$ cat config.mk
export PLATFORM = sky130hd
export DESIGN_NAME = aquila_dbus_router_flat
export DESIGN_NICKNAME = d
export VERILOG_FILES = /design/src/rtl/aquila_dbus_router_if.sv /design/src/rtl/aquila_dbus_router.sv /design/src/flat_wrapper.sv
export SDC_FILE = /design/constraint.sdc
export NUM_CORES = 1
export LEC_CHECK = 0
export CAP_MARGIN = 10
export CORE_AREA = 5 5 212 214
export CTS_CLUSTER_DIAMETER = 150
export DETAILED_ROUTE_END_ITERATION = 7
export DIE_AREA = 0 0 217 219
export DONT_BUFFER_PORTS = 1
export PLACE_DENSITY = 0.3
export SLEW_MARGIN = 30
export SYNTH_ARGS = -nofsm -noshare
export SYNTH_HDL_FRONTEND = slang
export SYNTH_SLANG_ARGS = --single-unit
$ cat constraint.sdc
create_clock -name clk_i -period 4.1 [get_ports clk_i]
set_input_delay 0.41 -clock clk_i [delete_from_list [all_inputs] [get_ports clk_i]]
set_output_delay 0.41 -clock clk_i [all_outputs]
set_load 0.05 [all_outputs]
$ cat src/rtl/aquila_dbus_router_if.sv
// Data-bus bundle between the Aquila core data port and the router's target ports.
// The router takes the slave view; the environment (core plus targets) takes the master view.
interface aquila_dbus_router_if #(
  parameter int XLEN  = 32,
  parameter int N_SLV = 4
);
  // core side
  logic                      c_strobe;
  logic [XLEN-1:0]           c_addr;
  logic                      c_rw;
  logic [XLEN/8-1:0]         c_byte_enable;
  logic [XLEN-1:0]           c_wdata;
  logic [XLEN-1:0]           c_rdata;
  logic                      c_ready;
  logic                      c_err;
  logic                      c_busy;
  // target side, slice k belongs to slave k
  logic [N_SLV-1:0]          s_strobe;
  logic [N_SLV*XLEN-1:0]     s_addr;
  logic [N_SLV-1:0]          s_rw;
  logic [N_SLV*XLEN/8-1:0]   s_byte_enable;
  logic [N_SLV*XLEN-1:0]     s_wdata;
  logic [N_SLV-1:0]          s_ready;
  logic [N_SLV*XLEN-1:0]     s_rdata;

  modport slave (
    input  c_strobe, c_addr, c_rw, c_byte_enable, c_wdata,
    output c_rdata, c_ready, c_err, c_busy,
    output s_strobe, s_addr, s_rw, s_byte_enable, s_wdata,
    input  s_ready, s_rdata
  );

  modport master (
    output c_strobe, c_addr, c_rw, c_byte_enable, c_wdata,
    input  c_rdata, c_ready, c_err, c_busy,
    input  s_strobe, s_addr, s_rw, s_byte_enable, s_wdata,
    output s_ready, s_rdata
  );
endinterface

$ cat src/rtl/aquila_dbus_router.sv
// Region-table data-bus router: decodes the top address bits to one of N_SLV targets,
// holds the selection for the whole transaction and answers with a bus error on miss or timeout.
module aquila_dbus_router #(
  parameter int                             XLEN           = 32,
  parameter int                             N_SLV          = 4,
  parameter int                             REGION_BITS    = 4,
  parameter logic [N_SLV*REGION_BITS-1:0]   SLV_TAG        = {4'hF, 4'hC, 4'h8, 4'h0},
  parameter int                             DEFAULT_SLV    = 1,
  parameter int                             TIMEOUT_CYCLES = 255
) (
  input  logic                clk_i,
  input  logic                rst_i,
  aquila_dbus_router_if.slave bus,
  output logic [XLEN-1:0]     err_addr_o,
  output logic [7:0]          err_cnt_o
);
  localparam int SEL_W = $clog2(N_SLV + 1);
  localparam int TMO_W = $clog2(TIMEOUT_CYCLES);
  localparam logic [SEL_W-1:0] SEL_NONE = SEL_W'(N_SLV);
  localparam logic [TMO_W-1:0] TMO_LAST = TMO_W'(TIMEOUT_CYCLES - 1);

  typedef enum logic [1:0] {S_IDLE, S_WAIT, S_ERR} state_t;

  state_t            state_reg;
  logic [SEL_W-1:0]  sel_reg;
  logic [TMO_W-1:0]  tmo_cnt_reg;
  logic [XLEN-1:0]   req_addr_reg;
  logic [XLEN-1:0]   err_addr_reg;
  logic [7:0]        err_cnt_reg;
  logic [7:0]        err_cnt_next;

  logic [N_SLV-1:0]  hit;
  logic [SEL_W-1:0]  tgt;
  logic [SEL_W-1:0]  route;
  logic              tgt_valid;
  logic              issue;
  logic              sel_ready;
  logic [XLEN-1:0]   sel_rdata;
  logic              tmo_hit;

  generate
    for (genvar gi = 0; gi < N_SLV; gi++) begin : g_hit
      assign hit[gi] = (bus.c_addr[XLEN-1 -: REGION_BITS] == SLV_TAG[gi*REGION_BITS +: REGION_BITS]);
    end
  endgenerate

  // Scan from the top so the lowest matching index is the one left standing.
  always_comb begin
    tgt = SEL_W'(DEFAULT_SLV);
    for (int k = N_SLV - 1; k >= 0; k--) begin
      if (hit[k]) tgt = SEL_W'(k);
    end
  end

  assign tgt_valid = (tgt < SEL_NONE);
  assign issue     = !rst_i && (state_reg == S_IDLE) && bus.c_strobe && tgt_valid;
  assign route     = issue ? tgt : ((!rst_i && state_reg == S_WAIT) ? sel_reg : SEL_NONE);

  // Only the routed target sees live core fields; all others are held at zero.
  generate
    for (genvar gi = 0; gi < N_SLV; gi++) begin : g_slv
      logic fwd;
      assign fwd                                              = (route == SEL_W'(gi));
      assign bus.s_strobe[gi]                                 = issue && (tgt == SEL_W'(gi));
      assign bus.s_rw[gi]                                     = bus.s_strobe[gi] && bus.c_rw;
      assign bus.s_addr[gi*XLEN +: XLEN]                      = fwd ? bus.c_addr : '0;
      assign bus.s_wdata[gi*XLEN +: XLEN]                     = fwd ? bus.c_wdata : '0;
      assign bus.s_byte_enable[gi*(XLEN/8) +: (XLEN/8)]       = fwd ? bus.c_byte_enable : '0;
    end
  endgenerate

  always_comb begin
    sel_ready = 1'b0;
    sel_rdata = '0;
    for (int k = 0; k < N_SLV; k++) begin
      if (sel_reg == SEL_W'(k)) begin
        sel_ready = bus.s_ready[k];
        sel_rdata = bus.s_rdata[k*XLEN +: XLEN];
      end
    end
  end

  assign tmo_hit      = (tmo_cnt_reg == TMO_LAST);
  assign err_cnt_next = (err_cnt_reg == 8'hFF) ? err_cnt_reg : err_cnt_reg + 8'd1;

  // A ready landing in the timeout cycle still completes the transaction cleanly.
  always_comb begin
    bus.c_ready = 1'b0;
    bus.c_err   = 1'b0;
    bus.c_rdata = '0;
    if (!rst_i) begin
      unique case (state_reg)
        S_WAIT: begin
          bus.c_ready = sel_ready || tmo_hit;
          bus.c_err   = !sel_ready && tmo_hit;
          bus.c_rdata = (!sel_ready && tmo_hit) ? '0 : sel_rdata;
        end
        S_ERR: begin
          bus.c_ready = 1'b1;
          bus.c_err   = 1'b1;
        end
        default: ;
      endcase
    end
  end

  assign bus.c_busy = !rst_i && ((state_reg != S_IDLE) || bus.c_strobe);

  always_ff @(posedge clk_i) begin
    if (rst_i) begin
      state_reg    <= S_IDLE;
      sel_reg      <= '0;
      tmo_cnt_reg  <= '0;
      req_addr_reg <= '0;
      err_addr_reg <= '0;
      err_cnt_reg  <= '0;
    end else begin
      unique case (state_reg)
        S_IDLE: begin
          if (bus.c_strobe) begin
            req_addr_reg <= bus.c_addr;
            tmo_cnt_reg  <= '0;
            if (tgt_valid) begin
              sel_reg   <= tgt;
              state_reg <= S_WAIT;
            end else begin
              err_addr_reg <= bus.c_addr;
              state_reg    <= S_ERR;
            end
          end
        end
        S_WAIT: begin
          if (sel_ready) begin
            state_reg <= S_IDLE;
          end else if (tmo_hit) begin
            state_reg    <= S_IDLE;
            err_addr_reg <= req_addr_reg;
            err_cnt_reg  <= err_cnt_next;
          end else begin
            tmo_cnt_reg <= tmo_cnt_reg + TMO_W'(1);
          end
        end
        S_ERR: begin
          state_reg   <= S_IDLE;
          err_cnt_reg <= err_cnt_next;
        end
        default: state_reg <= S_IDLE;
      endcase
    end
  end

  assign err_addr_o = err_addr_reg;
  assign err_cnt_o  = err_cnt_reg;
endmodule

$ cat src/flat_wrapper.sv
// flat-port wrapper written by rule: the top's interface ports become plain ports
module aquila_dbus_router_flat 
#(
  parameter int                             XLEN           = 32,
  parameter int                             N_SLV          = 4,
  parameter int                             REGION_BITS    = 4,
  parameter logic [N_SLV*REGION_BITS-1:0]   SLV_TAG        = {4'hF, 4'hC, 4'h8, 4'h0},
  parameter int                             DEFAULT_SLV    = 1,
  parameter int                             TIMEOUT_CYCLES = 255
)
  (clk_i, rst_i, err_addr_o, err_cnt_o, bus_c_strobe, bus_c_addr, bus_c_rw, bus_c_byte_enable, bus_c_wdata, bus_c_rdata, bus_c_ready, bus_c_err, bus_c_busy, bus_s_strobe, bus_s_addr, bus_s_rw, bus_s_byte_enable, bus_s_wdata, bus_s_ready, bus_s_rdata);
  aquila_dbus_router_if #(.XLEN(XLEN), .N_SLV(N_SLV)) bus_i ();
  input  logic clk_i;
  input  logic rst_i;
  output logic [XLEN-1:0] err_addr_o;
  output logic [7:0] err_cnt_o;
  input wire logic [$bits(bus_i.c_strobe)-1:0] bus_c_strobe;
  input wire logic [$bits(bus_i.c_addr)-1:0] bus_c_addr;
  input wire logic [$bits(bus_i.c_rw)-1:0] bus_c_rw;
  input wire logic [$bits(bus_i.c_byte_enable)-1:0] bus_c_byte_enable;
  input wire logic [$bits(bus_i.c_wdata)-1:0] bus_c_wdata;
  output wire logic [$bits(bus_i.c_rdata)-1:0] bus_c_rdata;
  output wire logic [$bits(bus_i.c_ready)-1:0] bus_c_ready;
  output wire logic [$bits(bus_i.c_err)-1:0] bus_c_err;
  output wire logic [$bits(bus_i.c_busy)-1:0] bus_c_busy;
  output wire logic [$bits(bus_i.s_strobe)-1:0] bus_s_strobe;
  output wire logic [$bits(bus_i.s_addr)-1:0] bus_s_addr;
  output wire logic [$bits(bus_i.s_rw)-1:0] bus_s_rw;
  output wire logic [$bits(bus_i.s_byte_enable)-1:0] bus_s_byte_enable;
  output wire logic [$bits(bus_i.s_wdata)-1:0] bus_s_wdata;
  input wire logic [$bits(bus_i.s_ready)-1:0] bus_s_ready;
  input wire logic [$bits(bus_i.s_rdata)-1:0] bus_s_rdata;
  assign bus_i.c_strobe = bus_c_strobe;
  assign bus_i.c_addr = bus_c_addr;
  assign bus_i.c_rw = bus_c_rw;
  assign bus_i.c_byte_enable = bus_c_byte_enable;
  assign bus_i.c_wdata = bus_c_wdata;
  assign bus_c_rdata = bus_i.c_rdata;
  assign bus_c_ready = bus_i.c_ready;
  assign bus_c_err = bus_i.c_err;
  assign bus_c_busy = bus_i.c_busy;
  assign bus_s_strobe = bus_i.s_strobe;
  assign bus_s_addr = bus_i.s_addr;
  assign bus_s_rw = bus_i.s_rw;
  assign bus_s_byte_enable = bus_i.s_byte_enable;
  assign bus_s_wdata = bus_i.s_wdata;
  assign bus_i.s_ready = bus_s_ready;
  assign bus_i.s_rdata = bus_s_rdata;
  aquila_dbus_router #(.XLEN(XLEN), .N_SLV(N_SLV), .REGION_BITS(REGION_BITS), .SLV_TAG(SLV_TAG), .DEFAULT_SLV(DEFAULT_SLV), .TIMEOUT_CYCLES(TIMEOUT_CYCLES)) u_core (.clk_i(clk_i), .rst_i(rst_i), .bus(bus_i), .err_addr_o(err_addr_o), .err_cnt_o(err_cnt_o));
endmodule
---- Word level (Yosys, flattened, before mapping) ----
Cells that the tools add are included.
word-level totals
  flip-flop bits (word level) ............. 85
  input port bits ......................... 204
  word-level logic and storage cells ...... 114
  output and inout port bits .............. 355
cells by class
  eq/ne operators ......................... 22
  add/sub/neg operators ................... 2
  reductions and logical operators ........ 32
  order comparisons ....................... 1
  multiplexer cells ....................... 51
operators by type and width
  cell                   count
  $mux W32               19
  $pmux W32 S2           1
  $mux W8                6
  $pmux W8 S2            2
  $add A8 B1 Y8 const B  2
  $eq A8 B8 Y1 const B   2
  $mux W2                8
  $mux W4                4
  $logic_and A1 B1 Y1    14
  $eq A3 B2 Y1 const B   4
  $eq A4 B4 Y1 const B   3
  $logic_not A3 Y1       3
  $ne A2 B2 Y1 const B   4
  $eq A2 B2 Y1 const B   3
  $eq A3 B1 Y1 const B   2
  $mux W1                6
  $mux W3                2
  $reduce_and A3 Y1      2
  $reduce_bool A2 Y1     3
  $reduce_and A5 Y1      1
  $eq A2 B1 Y1 const B   2
  $logic_not A4 Y1       1
  $pmux W1 S2            2
  $pmux W2 S2            1
  other kinds (8)        11

---- Logic depth before layout (Yosys ltp) ----
Gate-level depths: netlist (run 1).
  depth after elaboration ................. 10
  mapped depth ............................ 9
  gate-level depth less buffers ........... 6

---- Worst setup path before layout (run 1) ----
OpenSTA, ideal clock, no wires.
  path kind ............................... input-to-output
  from .................................... input rst_i
  to ...................................... output bus_s_addr[107]
  arrival time ............................ 3.091 ns
  stages on the path ...................... 7
  setup slack ............................. 0.599 ns
  path buffers ............................ 3
  required time ........................... 3.690 ns
  cell sequence ........................... buf_2 nor3b_1 nor4b_2 a21oi_1 clkbuf_2 buf_2 nor2b_1
on the way
  longest elaborated chain between the ends .. 7
ends and longest elaborated chain
  what                              line                                                RTL
  from (decl)                       flat_wrapper.sv:14                                  input logic rst_i;
  $logic_not A1 Y1 *                aquila_dbus_router.sv:56, aquila_dbus_router.sv:57
  $logic_and A1 B1 Y1 (3 in a row)  aquila_dbus_router.sv:56                            assign issue = !rst_i && (state_reg == S_IDLE) && bus.c_strobe && tgt_valid;
  $mux W3 *                         aquila_dbus_router.sv:57                            assign route = issue ? tgt : ((!rst_i && state_reg == S_WAIT) ? sel_reg : SEL_NONE);
  $eq A3 B2 Y1 *                    aquila_dbus_router.sv:63                            assign fwd = (route == SEL_W'(gi));
  $mux W32 *                        aquila_dbus_router.sv:66                            assign bus.s_addr[gi*XLEN +: XLEN] = fwd ? bus.c_addr : '0;
  to (decl)                         flat_wrapper.sv:27                                  output wire logic [$bits(bus_i.s_addr)-1:0] bus_s_addr;
Mark *: on every way between the ends. The rest lies on a longest branch, timed or not.

---- Final worst setup path (run 1) ----
  from .................................... register u_core.state_reg[0]
  to ...................................... output bus_s_addr[4]
on the way
  longest elaborated chain between the ends .. 7
ends and longest elaborated chain
  what                              line                       RTL
  from (decl)                       aquila_dbus_router.sv:24   state_t state_reg;
  from (signal assigned)            aquila_dbus_router.sv:111  state_reg <= S_IDLE;
  from (signal assigned)            aquila_dbus_router.sv:125  state_reg <= S_WAIT;
  from (signal assigned)            aquila_dbus_router.sv:128  state_reg <= S_ERR;
  $logic_not A2 Y1                  aquila_dbus_router.sv:56
  $logic_and A1 B1 Y1 (3 in a row)  aquila_dbus_router.sv:56
  $mux W3 *                         aquila_dbus_router.sv:57
  $logic_not A3 Y1 *                aquila_dbus_router.sv:63
  $mux W32 *                        aquila_dbus_router.sv:66
Marks and branches as above.

==> results of run 1 <==
==> placed cells by master, fill, tap and decap left out, types with 3 or more instances in the layout <==
cell type and n:
nand3_1 39, dfxtp_1 81, mux2_2 4, mux2i_1 3
ha_1 3, diode_2 5, o31ai_1 5, nand2_1 76
clkbuf_16 9, nor2b_1 104, nor4_1 4, buf_4 148
a21oi_1 76, o211ai_1 3, or3_1 5, o21ai_0 35
mux4_2 32, or4_1 5, nor2_1 10, and2_1 209
inv_6 3, inv_1 3
==> critical path: stages (launching register included) <==
cell and delay [ns]:
dfxtp_1 0.35, and2b_2 0.40, o21ai_2 0.16, a2111oi_4 0.43
buf_4 0.47, and2_1 0.53
==> report_power, final <==
part           internal (mW)  leakage (nW)  switching (mW)
combinational          0.187          2.17           0.464
sequential             0.828         0.675          0.0159
clock                  0.559         0.164           0.373
==> metal layers <==
layer	vias to the layer above	GRT usage	share of wire
met3	22	0.0378	0.077
li1	2899	-	-
met2	354	0.240	0.54
met5	-	0	0
met4	0	0.0213	0.012
met1	2934	0.136	0.37
==> synthesized netlist by cell type (4+ instances only) <==
cell	n	area share
or3_1	5	0.0049
and2_1	210	0.21
mux4_2	32	0.11
or4_1	5	0.0059
buf_6	7	0.012
mux2_2	4	0.0071
o21ai_0	35	0.027
nand2_1	77	0.045
nand3_1	39	0.031
nor2_1	11	0.0065
buf_2	13	0.010
buf_1	4	0.0024
o31ai_1	5	0.0059
nor4_1	5	0.0049
clkbuf_1	49	0.029
dfxtp_1	83	0.26
nor2b_1	104	0.10
a21oi_1	77	0.060
==> final cells by class <==
| type | instances | area share |
|---|---|---|
| diodes | 5 | 0.00152 |
| repair buffers | 148 | 0.135 |
| clock buffers | 10 | 0.0290 |
| flip-flops and latches | 83 | 0.202 |
| inverters | 3 | 0.00137 |
| multi-input cells | 651 | 0.537 |
| clock inverters | 6 | 0.0115 |
| well taps | 546 | 0.0828 |
==> logic make-up after synthesis <==
kind of cell,count (synthesis)
AOI/OAI and AO/OA,133
xor gates and xnor gates,2
adders and majority gates,3
buffers and inverters,78
DFF,83
muxes,40
and+or+nand+nor,473
==> path summary, 6_finish.rpt <==
check                          from                endpoint  slack [ns]  cells past startpoint
min reg2reg  u_core.req_addr_reg[4]  u_core.req_addr_reg[4]        0.46                      2
max reg2reg     u_core.err_cnt_o[0]     u_core.err_cnt_o[7]        1.68                      5
max             u_core.state_reg[0]           bus_s_addr[4]        0.98                      5
min                           rst_i     u_core.err_cnt_o[0]        0.12                      1
==> stage by stage <==
step / total power, mW / utilization / std cells / setup WS [ns] / hold WS [ns]
finish: 2.43 / 0.193 / 1452 / 0.975 / 0.125
detailed placement: 1.52 / 0.185 / 1431 / 1.26 / 0.443
global placement: 1.52 / 0.185 / 1431 / 1.23 / 0.439
floorplan: 1.41 / - / 812 / 0.599 / 0.437
CTS: 2.48 / 0.193 / 1447 / 0.876 / 0.113
global route: 2.54 / 0.193 / 1451 / 0.733 / 0.104
==> parameters.txt, run 1 <==
Parameter                              Value

Synthesis
  Yosys Warn Count ... 0
  Per-instance average area after synthesis ... 7.86 sq um
  Share of synthesized area occupied by flip-flops and latches ... 0.260
  Synth Area in Compound Gates ... 0.119
  Cell area after synthesis ... roughly 6400 sq um
  Adder-cell share of the synthesized area ... 0.00588
  Post-synthesis xor/xnor area fraction ... 0.00275
  Post-synth top flop ... dfxtp_1
  Flip-flop and latch count after synthesis ... 83
  Simple-Gate Fraction of Synth Area ... 0.427
  Main combinational cell family by area after synthesis ... simple AND/OR/NAND/NOR gates
  Mapped Cells ... 812
  Proportion of synthesized area in mux cells ... 0.127
  Post-synth EDFFs ... 0
  Mapped Nets ... 1019
  Share of flip-flops with an asynchronous set or reset after synthesis ... 0
  Cell variety after synth ... 51

Drt
  Number of nets with antenna violations after detailed routing ... 0
  Routed Wire Length ... 31.9 mm
  Number of violations reported at the end of detailed-routing iteration 0 ... 279
  Detailed-route DRC error count ... 0
  Total number of vias ... about 6200
  Post-DR wirelength/cell ... 22.0 um
  Number of optimization iterations in the first detailed-route pass ... 4
  Vias per Instance ... 4.28

Place
  Dpl hpwl ... ~25 mm
  Buffers on Ports ... 0
  Post-place instance area ... 7900 sq um
  Final weighted congestion in routability-driven placement ... 0.749

Die
  Core footprint ... 42700 sq um
  Number of I/O pins ... 559
  Placement Rows ... 76
  Die width ... 217 um
  Die area ... 47500 sq um
  DIE HEIGHT ... 219 um
  Effective utilization at floorplan ... 0.149

Cells and area
  Ratio of cells with drive above 1 in the final layout ... 0.246
  Layout overhead on the synthesized area ... 29.2%
  Final design instance area without fill ... approximately 8200 sq um
  Nets ... ~1100
  Number of filler instances in the final layout ... 4778
  Seq. cell area ... 1660 sq um
  Area taken by multi-input logic gates ... ~4400 sq um

STA
  Final setup viols ... 0
  Relative slew margins ... 0.451
  Final-layout setup total negative slack ... 0 ns
  Min Clock Period, post-route ... 3.12 ns
  Max Clock Freq ... 0.320 GHz
  Slew at the pin with the worst max-slew slack ... 0.820 ns
  Worst-case clock skew ... 0.00876 ns
  Fin crit share ... 0.762
  Pins over their slew limit ... 0
  RSZ-0062 raised after global routing ... false
  Fin. Hold Viols ... 0

Global route
  Wire length of the first global-routing pass ... 44.6 mm
  Antenna violations before repair ... 4
  Vias in the first global route ... 6411
  Total congestion overflow ... 0
  Gr usage total ... 0.125
  Pin count of the biggest net entering global routing ... 93

Clock network
  Setup repair bufs after CTS ... 0
  Number of sinks driven by the clock tree ... between 80 and 90
  Cell chosen for the clock root ... clkbuf_16
  Clock tree buffer depth ... 2
  Number of resized instances in the post-cts repair step ... 0
  Later-pin clock latency in the skew report ... 0.35 ns
  Cts hold-fix bufs ... 0
  Clock edge transition at the registers on the reported setup and hold paths ... 0.06 ns
  CTS Buf Count ... 9
  Number of H-tree levels ... 3
  CTS tree ... yes

Power
  Cell Pwr Density ... about 290 nW/um^2
  Maximum vdd ir drop ... 0.238 mV
  Static Leak ... 3.01 nW

Setup path
  Arrival time at the worst endpoint ... 2.71 ns
  Startpoint kind of the worst setup timing path ... flip-flop
  Data required time at the worst endpoint ... around 3.7 ns
  Max FO, Critical Path ... 49
  Setup crit end kind ... primary output
  CP Class ... reg -> out

Run status
  Run status ... finished clean

Min path
  Type of the worst min-delay path ... in -> reg

Job
  Count of max-cap constraint violations ... 0
(Power assumes the default switching activity.)
==> run 2: changes to the inputs <==
clock period = 2.7 ns   (was 4.1 ns; I/O delays follow)
==> run 2 against run 1 <==
Effect of this change: die area stayed put; global-route usage is 3.0 points higher; first-iteration DRC count rose by 3.9%; clock power grew 53%; clock skew increased by 0.0064 ns; sequential cell count is the same; cell area up 57%; non-clock buffer count increased by 198; via count increased by 15%; critical path depth is 1 higher; wire length is 26% higher; total power increased by 73%; highest routed layer unchanged.
==> parameters.txt, run 2 (synthesis results as in run 1) <==
Parameter                              Value

Run status
  Run status ... finished clean (unchanged)

Power
  Switching component of the power ... 1.47 mW (was 853 uW)
  Combinational share of power ... 0.353 (was 0.268)
  Proportion of power drawn by the clock network ... 0.342 (was 0.384)
  Maximum vdd ir drop ... 0.266 mV (was 0.238 mV)
  Power after layout ... 4.19 mW (was 2.43 mW)
  Switching part of the total power ... 0.350 (was 0.352)
  Static Leak ... 4.82 nW (was 3.01 nW)
  Cell Pwr Density ... 323 nW/um^2 (was 294 nW/um^2)
  Internal power ... 2.73 mW (was 1.57 mW)
  Relative contribution of sequential cells to total power ... 0.306 (was 0.348)

Cells and area
  Layout overhead on the synthesized area ... 103% (was 29.2%)
  Most common library cell in the layout ignoring fill and taps ... buf_12 (was and2_1)
  Seq. cell area ... 1670 sq um (was 1660 sq um)
  Final design instance area without fill ... 13000 sq um (was 8250 sq um)
  Nets ... 1301 (was 1103)
  Area taken by multi-input logic gates ... 4530 sq um (was 4430 sq um)
  Ratio of cells with drive above 1 in the final layout ... 0.413 (was 0.246)
  Number of filler instances in the final layout ... 4410 (was 4778)
  Fin cells ... 1652 (was 1452)
  Commonest cells after routing, fill and taps aside ... buf_12 (246), and2_1 (209), buf_4 (89) (was and2_1 (209), buf_4 (148), nor2b_1 (104))

Clock network
  Clock edge transition at the registers on the reported setup and hold paths ... 0.08 ns (was 0.06 ns)
  Clock tree buffer depth ... 2 (unchanged)
  Cell chosen for the clock root ... clkbuf_16 (unchanged)
  Later-pin clock latency in the skew report ... 0.35 ns (about the same)
  CTS Buf Count ... 9 (unchanged)
  CTS tree ... yes (unchanged)
  Number of sinks driven by the clock tree ... 83 (unchanged)
  Number of H-tree levels ... 3 (unchanged)

Global route
  Pin count of the biggest net entering global routing ... 88 (was 93)
  Wire length of the first global-routing pass ... 54.8 mm (was 44.6 mm)
  Vias in the first global route ... 7321 (was 6411)
  Antenna violations before repair ... 7 (was 4)
  Total congestion overflow ... 0 (unchanged)
  Gr usage total ... 0.155 (was 0.125)

Setup path
  Reg-to-reg critical path startpoint ... u_core.sel_reg[0] (was u_core.err_cnt_o[0])
  Arrival time at the worst endpoint ... 2.30 ns (was 2.71 ns)
  Setup crit end kind ... primary output (unchanged)
  Startpoint kind of the worst setup timing path ... flip-flop (unchanged)
  Worst Setup SP ... u_core.sel_reg[0] (was u_core.state_reg[0])
  CP Class ... reg -> out (unchanged)
  Data required time at the worst endpoint ... 2.43 ns (was 3.69 ns)
  Max FO, Critical Path ... 32 (was 49)

Drt
  Routed length on met1 ... 14.4 mm (was 11.9 mm)
  Total number of vias ... 7116 (was 6209)
  Max Used Layer ... met4 (unchanged)
  Number of violations reported at the end of detailed-routing iteration 0 ... 290 (was 279)
  Number of nets with antenna violations after detailed routing ... 0 (unchanged)
  Total length of routed met3 wires ... 3.95 mm (was 2.47 mm)
  Post-DR wirelength/cell ... 24.3 um (was 22.0 um)
  Number of optimization iterations in the first detailed-route pass ... 5 (was 4)
  Detailed-route DRC error count ... 0 (unchanged)
  Routed Wire Length ... 40.2 mm (was 31.9 mm)
  Routed length on met2 ... 20.7 mm (was 17.1 mm)
  Vias per Instance ... 4.31 (was 4.28)

STA
  Min Clock Period, post-route ... 2.57 ns
  Pins over their slew limit ... 0 (unchanged)
  Relative slew margins ... 0.405 (was 0.451)
  RSZ-0062 raised after global routing ... false (unchanged)
  Fin. Hold Viols ... 0 (unchanged)
  Max Clock Freq ... around 0.39 GHz
  Fin crit share ... 0.952
  Worst-case clock skew ... 0.0151 ns (was 0.00876 ns)
  Post-route worst hold slack ... 0.0439 ns (was 0.125 ns)
  Slew at the pin with the worst max-slew slack ... 0.890 ns (was 0.820 ns)
  Final setup viols ... 0 (unchanged)

Die
  Die width ... 217 um (unchanged)
  Core footprint ... 42700 sq um (unchanged)
  Placement Rows ... 76 (unchanged)
  Die area ... 47500 sq um (unchanged)
  Number of I/O pins ... 559 (unchanged)
  DIE HEIGHT ... 219 um (unchanged)
  Effective utilization at floorplan ... 0.149 (unchanged)

Place
  Buffers on Ports ... 0 (unchanged)
  Dpl hpwl ... 30.7 mm (was 24.9 mm)
  Final weighted congestion in routability-driven placement ... 0.772 (was 0.749)
  Post-place instance area ... 12500 sq um (was 7900 sq um)
  Number of placed cells counting well taps ... 1618 (was 1431)

Job
  Count of max-cap constraint violations ... 0 (unchanged)

Min path
  Type of the worst min-delay path ... in -> reg (unchanged)
  Hold Crit Start ... bus_c_addr[8] (was rst_i)
run 2: changes by cell type in the layout (fill, tap and decap cells not counted), moves of 2 or more:
cell / previous run / this run
buf_12: 0 / 246
dlygate4sd3_1: 0 / 6
nor2b_1: 104 / 63
diode_2: 5 / 7
buf_6: 0 / 3
buf_4: 148 / 89
nor2b_2: 0 / 41
run 2: repair_timing:
action | 4_1_cts | 5_1_grt
setup endpoints to repair | 67 | 102
pin swaps | 1 | 0
cloned | 1 | 1
hold buffers | 3 | 4
resized for setup | 4 | 3
setup buffers | 1 | 1
hold endpoints to repair | 4 | 43
run 2: worst max-delay path: stages (launching register included):
cell     delay (ns)
dfxtp_4        0.47
mux2_2         0.43
mux2_2         0.30
o21ai_2        0.15
buf_6          0.26
nor2b_1        0.10
buf_4          0.20
run 2: final timing paths:
| path | end | slack, ns | cells after the start |
|---|---|---|---|
| setup / recovery | bus_c_rdata[23] | 0.13 | 6 |
| hold / removal | u_core.req_addr_reg[8] | 0.04 | 2 |
| setup reg to reg | u_core.err_cnt_o[7] | 0.58 | 4 |
| hold reg to reg | u_core.req_addr_reg[15] | 0.46 | 2 |
run 2: through the flow:
stage / worst slack (ns) / util / TNS, ns
5_1_grt: 0.0294 / 0.304 / 0
6_report: 0.128 / 0.304 / 0
4_1_cts: 0.00263 / 0.301 / 0
3_3_place_gp: 0.391 / 0.292 / 0
2_1_floorplan: -0.164 / - / -9.54
3_5_place_dp: 0.368 / 0.292 / 0
run 2: layout make-up:
class,instances,share of cell area
tap,546,0.0527
clock inverter,7,0.00810
timing repair buffer,346,0.442
antenna,7,0.00135
sequential,83,0.128
clock buffer,9,0.0174
inverter,3,0.000868
multi-input combinational,651,0.349
run 2: layer usage:
metal,track usage,vias to the layer above
li1,-,3304
met1,0.166,3388
met2,0.278,383
met3,0.0653,41
met4,0.0499,0
met5,0,-
run 2: power groups by stage:
stage / Clock (mW) / Sequential, mW / Combinational [mW]
3_3_place_gp: 0 / 1.31 / 1.43
4_1_cts: 1.49 / 1.28 / 1.46
2_1_floorplan: 0 / 1.30 / 0.855
3_5_place_dp: 0 / 1.31 / 1.43
6_report: 1.43 / 1.28 / 1.48
5_1_grt: 1.53 / 1.29 / 1.55
